--- src/rtl/cpu_ctrl_pkg.sv ---
// ---------------------------------------------------------------------------
// cpu_ctrl_pkg
// Shared definitions for the single-cycle CPU control blocks.
//   step_state_e          : debouncer FSM state encoding (all four codes used)
//   DEBOUNCE_CYCLES_SIM   : short debounce window for simulation builds
//   DEBOUNCE_CYCLES_BOARD : debounce window for the board clock
// ---------------------------------------------------------------------------
package cpu_ctrl_pkg;

    typedef enum logic [1:0] {
        RELEASED     = 2'd0,
        PRESS_WAIT   = 2'd1,
        PRESSED      = 2'd2,
        RELEASE_WAIT = 2'd3
    } step_state_e;

    localparam int DEBOUNCE_CYCLES_SIM   = 16;
    localparam int DEBOUNCE_CYCLES_BOARD = 500000;

endpackage

--- src/rtl/step_debouncer_if.sv ---
// ---------------------------------------------------------------------------
// step_debouncer_if
// Connects the raw step button and the debounced outputs.
//   BTN_L     : raw pushbutton, 0 = pressed (driven by master)
//   EN_L      : debounced level, 0 = pressed (driven by slave)
//   STEP      : one-cycle pulse per accepted press (driven by slave)
//   PRESS_CNT : wrapping count of accepted presses (driven by slave)
// ---------------------------------------------------------------------------
interface step_debouncer_if;
    logic       BTN_L;
    logic       EN_L;
    logic       STEP;
    logic [7:0] PRESS_CNT;

    modport master (output BTN_L, input EN_L, input STEP, input PRESS_CNT);
    modport slave  (input BTN_L, output EN_L, output STEP, output PRESS_CNT);
endinterface

--- src/rtl/sync2.sv ---
// ---------------------------------------------------------------------------
// sync2
// Two-flop synchronizer for an asynchronous, active-low level input.
// Both flops reset to 1 so a released (high) input looks idle out of reset.
//   CLK : system clock
//   RST : synchronous, active-high reset
//   d   : asynchronous input
//   q   : synchronized output (second flop)
// ---------------------------------------------------------------------------
module sync2 (
    input  logic CLK,
    input  logic RST,
    input  logic d,
    output logic q
);

    logic meta;

    // NOTE: clocked state uses non-blocking assignments so every flop
    // samples the pre-edge value of the others; blocking here would
    // collapse the two stages into one.
    always_ff @(posedge CLK) begin
        if (RST) begin
            meta <= 1'b1;
            q    <= 1'b1;
        end else begin
            meta <= d;
            q    <= meta;
        end
    end

endmodule

--- src/rtl/step_debouncer.sv ---
// ---------------------------------------------------------------------------
// step_debouncer
// Turns the bouncing single-step pushbutton into a clean debounced level
// EN_L, a one-cycle STEP pulse per accepted press, and a wrapping press
// counter. A level change is accepted only after the synchronized input has
// held the new value for DEBOUNCE_CYCLES consecutive cycles.
//   CLK       : system clock, rising edge
//   RST       : synchronous, active-high reset
//   bus.BTN_L : raw active-low button (input)
//   bus.EN_L  : debounced active-low level (registered)
//   bus.STEP  : press pulse (registered)
//   bus.PRESS_CNT : accepted press count, wraps 255 -> 0 (registered)
// ---------------------------------------------------------------------------
module step_debouncer
    import cpu_ctrl_pkg::*;
#(
    parameter int DEBOUNCE_CYCLES = DEBOUNCE_CYCLES_SIM
) (
    input  logic               CLK,
    input  logic               RST,
    step_debouncer_if.slave    bus
);

    localparam int               CNT_W    = $clog2(DEBOUNCE_CYCLES);
    localparam logic [CNT_W-1:0] CNT_LAST = CNT_W'(DEBOUNCE_CYCLES - 1);

    logic             sync_n;
    step_state_e      state,       state_nxt;
    logic [CNT_W-1:0] cnt,         cnt_nxt;
    logic             en_l_q,      en_l_nxt;
    logic             step_q,      step_nxt;
    logic [7:0]       press_cnt_q, press_cnt_nxt;

    sync2 u_sync (
        .CLK (CLK),
        .RST (RST),
        .d   (bus.BTN_L),
        .q   (sync_n)
    );

    always_ff @(posedge CLK) begin
        if (RST) begin
            state       <= RELEASED;
            cnt         <= '0;
            en_l_q      <= 1'b1;
            step_q      <= 1'b0;
            press_cnt_q <= 8'd0;
        end else begin
            state       <= state_nxt;
            cnt         <= cnt_nxt;
            en_l_q      <= en_l_nxt;
            step_q      <= step_nxt;
            press_cnt_q <= press_cnt_nxt;
        end
    end

    always_comb begin
        // NOTE: every output of this block gets a default before the case so
        // no path leaves a value unassigned, which would infer a latch.
        state_nxt     = state;
        cnt_nxt       = cnt;
        step_nxt      = 1'b0;
        press_cnt_nxt = press_cnt_q;

        case (state)
            RELEASED: begin
                if (!sync_n) begin
                    state_nxt = PRESS_WAIT;
                    cnt_nxt   = '0;
                end
            end
            PRESS_WAIT: begin
                if (sync_n) begin
                    state_nxt = RELEASED;
                    cnt_nxt   = '0;
                end else if (cnt == CNT_LAST) begin
                    // Only this transition announces a press.
                    state_nxt     = PRESSED;
                    cnt_nxt       = '0;
                    step_nxt      = 1'b1;
                    press_cnt_nxt = press_cnt_q + 8'd1;
                end else begin
                    cnt_nxt = cnt + 1'b1;
                end
            end
            PRESSED: begin
                if (sync_n) begin
                    state_nxt = RELEASE_WAIT;
                    cnt_nxt   = '0;
                end
            end
            RELEASE_WAIT: begin
                if (!sync_n) begin
                    // Release bounce: back to PRESSED silently.
                    state_nxt = PRESSED;
                    cnt_nxt   = '0;
                end else if (cnt == CNT_LAST) begin
                    state_nxt = RELEASED;
                    cnt_nxt   = '0;
                end else begin
                    cnt_nxt = cnt + 1'b1;
                end
            end
            default: begin
                state_nxt = RELEASED;
                cnt_nxt   = '0;
            end
        endcase

        // EN_L follows the next state so it changes on the same edge.
        en_l_nxt = !((state_nxt == PRESSED) || (state_nxt == RELEASE_WAIT));
    end

    assign bus.EN_L      = en_l_q;
    assign bus.STEP      = step_q;
    assign bus.PRESS_CNT = press_cnt_q;

endmodule

--- src/flat_wrapper.sv ---
// flat-port wrapper written by rule: the top's interface ports become plain ports
module step_debouncer_flat import cpu_ctrl_pkg::*;
#(
    parameter int DEBOUNCE_CYCLES = DEBOUNCE_CYCLES_SIM
)
  (CLK, RST, bus_BTN_L, bus_EN_L, bus_STEP, bus_PRESS_CNT);
  step_debouncer_if bus_i ();
  input  logic CLK;
  input  logic RST;
  input wire logic [$bits(bus_i.BTN_L)-1:0] bus_BTN_L;
  output wire logic [$bits(bus_i.EN_L)-1:0] bus_EN_L;
  output wire logic [$bits(bus_i.STEP)-1:0] bus_STEP;
  output wire logic [$bits(bus_i.PRESS_CNT)-1:0] bus_PRESS_CNT;
  assign bus_i.BTN_L = bus_BTN_L;
  assign bus_EN_L = bus_i.EN_L;
  assign bus_STEP = bus_i.STEP;
  assign bus_PRESS_CNT = bus_i.PRESS_CNT;
  step_debouncer #(.DEBOUNCE_CYCLES(DEBOUNCE_CYCLES)) u_core (.CLK(CLK), .RST(RST), .bus(bus_i));
endmodule
--- config.mk ---
export PLATFORM = sky130hd
export DESIGN_NAME = step_debouncer_flat
export DESIGN_NICKNAME = d
export VERILOG_FILES = /design/src/rtl/cpu_ctrl_pkg.sv /design/src/rtl/step_debouncer_if.sv /design/src/rtl/sync2.sv /design/src/rtl/step_debouncer.sv /design/src/flat_wrapper.sv
export SDC_FILE = /design/constraint.sdc
export NUM_CORES = 1
export LEC_CHECK = 0
export CORE_MARGIN = 4
export CORE_UTILIZATION = 51
export CTS_BUF_LIST = sky130_fd_sc_hd__clkbuf_16
export CTS_CLUSTER_SIZE = 10
export DETAILED_ROUTE_END_ITERATION = 10
export PLACE_DENSITY = 0.84
export SYNTH_ARGS = -nofsm -noshare
export SYNTH_HDL_FRONTEND = slang
export SYNTH_HIERARCHICAL = 1
export SYNTH_SLANG_ARGS = --single-unit
--- constraint.sdc ---
create_clock -name CLK -period 1.98 [get_ports CLK]
set_clock_uncertainty 0.05 [all_clocks]
set_input_delay 0.297 -clock CLK [delete_from_list [all_inputs] [get_ports CLK]]
set_output_delay 0.297 -clock CLK [all_outputs]
set_load 0.005 [all_outputs]
==> metrics.yaml <==
critical_path:
  end_kind: "flop"
  cp.arrival_ps: 1910
  required_ps: 2070
  critPathMaxStageDelay_ps: 380
  crit_fanout: 12
  crit_family: "simple AND/OR/NAND/NOR gates"
  crit_buf_inv: 0
  worstPathCellList: "ha_1 -> nand4_2 -> nor4_1 -> mux2_2"
  startpoint: "u_core/cnt[0]"
  cp-start-kind: "flop"
  worstSetupPathType: "flop to flop"
  slowest_stage: "dfxtp_1"
  r2r_start: "u_core/cnt[0]"
routing:
  post_drt_wl_per_cell_microns: 15.7
  drt_iter0_drc: 31
  vias: 762
  vias_per_cell: 6.35
  drt_pass1_iterations: 4
  ant_nets: 0
  totalWireLength_mm: 1.88
  drc_errors: 0
cts:
  cts_tree: "yes"
  clkTransAtPathRegs_ps: 50
  cts_resized: 0
  clock_latency_ps: 250
  cts_inserted_buffers: 3
  holdBufCountCts: 0
  htreeDepth: 1
  cts_setup_buffers: 0
  numClockSinks: 18
  cts-root-buf: "clkbuf_16"
  clk_path_buf_depth: 2
placement:
  gp_congestion: 0.755
  port_buffers: 12
  place_area_sq_um: 985
  dp.cells: 116
  dp_hpwl_mm: 1.20
run_status:
  status: "finished, final reports clean"
power_and_ir_drop:
  power_mw: 0.796
  combPwrFrac: 0.028
  p_clk_frac: 0.509
  seqPwrFrac: 0.463
  p_leak_nw: 0.345
  power.density_nw_per_um2: 749
  peakVddDrop_mv: 0.477
  swShare: 0.191
  power_switching_mw: 0.152
  cellInternalPower_mw: 0.644
timing:
  period_share: 0.922
  fmax_mhz: 548
  rsz0062_at_grt: "false"
  timing.final.crit_period_ps: 1830
  worst_slew_pin_slew_ps: 469
  maxSlewViolCount: 0
  hold_violations: 0
  relSlewSlack: 0.685
  tns_ps: 0
  finalSetupViolCount: 0
layout:
  final_common_cell: "dfxtp_1"
  drive_gt1_frac: 0.106
  fin_area_sq_um: 1060
  final_util: 0.682
  diodes: 0
  filler_cell_count: 115
  layout_common_cells: "dfxtp_1, clkdlybuf4s50_1, nand3_1, a21oi_1, o31ai_1"
  multiInputGateArea_sq_um: 454
  final_nets: 110
  regArea_sq_um: 360
  syn_to_final_growth_pct: 20.9
  stdcell_count: 120
floorplan:
  die_w_microns: 49.5
  die-area_sq_um: 2450
  io_pins: 13
  start_util: 0.564
  rows: 14
  core_sq_um: 1560
  die_y_microns: 49.5
worst_hold_path:
  hp-class: "flop to flop"
  min_from: "u_core/u_sync/meta"
logic_synthesis:
  synthCells: 93
  syn_nets: 98
  yosysSeqAreaShare: 0.410
  yosys_warnings: 6
  syn_area_sq_um: 880
  synth.avg_cell_area_sq_um: 9.46
  synth_cell_types: 33
  synth_flop_cell: "dfxtp_1"
  yosys_register_bits: 18
  synth_edf_count: 0
  async_flop_share: 0
global_route:
  grt_max_degree: 13
  antenna_found_initial: 0
  grtUsageTotal: 0.167
  grt_pass1_wl_mm: 3.18
  grt_pass1_vias: 698
  overflow: 0
flow_run:
  maxCapViolations: 0
## logic make-up (layout without fill, tap and decap cells)
family | after synthesis | after routing | share of synthesized area
and+or+nand+nor | 40 | 40 | 0.314
DFF | 18 | 18 | 0.410
AOI/OAI and AO/OA | 18 | 18 | 0.128
xor gates and xnor gates | 2 | 2 | 0.0199
muxes | 2 | 2 | 0.0256
buffers and inverters | 11 | 22 | 0.0740
adders and majority gates | 2 | 2 | 0.0284
## path summary, 6_finish.rpt
check                            end  slack, ps  depth (start not counted)
max          u_core/bus.PRESS_CNT[7]        150                          4
min                  u_core/u_sync/q        360                          1
max reg2reg  u_core/bus.PRESS_CNT[7]        150                          4
min reg2reg          u_core/u_sync/q        360                          1
## layout make-up
type / count / share of cell area
inverter: 4 / 0.0141
timing repair buffer: 14 / 0.127
tap: 16 / 0.0188
multi-input combinational: 64 / 0.427
clock buffer: 3 / 0.0706
sequential: 18 / 0.339
clock inverter: 1 / 0.00353
## power groups by stage
stage / clock, mW / sequential [mW] / combinational [mW]
2_1_floorplan: 0 / 0.373 / 0.0168
5_1_grt: 0.429 / 0.369 / 0.0242
4_1_cts: 0.409 / 0.369 / 0.0223
6_report: 0.405 / 0.369 / 0.0224
3_5_place_dp: 0 / 0.376 / 0.0220
3_3_place_gp: 0 / 0.376 / 0.0217
## flip-flops by register name, indices dropped and copies added (netlist names)
name	cells
u_core/bus.PRESS_CNT	8
u_core/cnt	4
u_core/state	2
u_core/bus.EN_L	1
u_core/bus.STEP	1
u_core/u_sync/meta	1
u_core/u_sync/q	1
## synth_stat cells (all sizes together) (2+ instances only)
cell	count	area (sq um)
nand3	9	45.0
buf	4	38.8
clkbuf	3	11.3
inv	4	15.0
a21oi	9	45.0
nand4b	3	26.3
nor3	2	10.0
ha	2	25.0
o31ai	5	37.5
nor2	4	15.0
nor2b	2	12.5
or4	3	22.5
nand4bb	2	38.8
nor4	2	12.5
dfxtp	18	360
or2	2	12.5
nand2b	2	12.5
mux2	2	22.5
nand4	4	31.3
## through the flow
stage	setup WS, ps	hold slack, ps
finish	154	360
global route	34.2	379
CTS	171	363
detailed placement	207	348
global placement	273	342
floorplan	359	335
## worst reg2reg max path, cell delays in order (launching register included)
cell and delay [ps]:
dfxtp_1 380, ha_1 270, nand4_2 290, nor4_1 360, mux2_2 370
## metal layers
metal  GRT usage  routed length, microns  vias to the layer above
li1            -                       -                      371
met1       0.209                     837                      354
met2       0.280                     897                       33
met3      0.0301                     126                        4
met4      0.0691                      17                        0
met5           0                       0                        -
(Power assumes the default switching activity.)
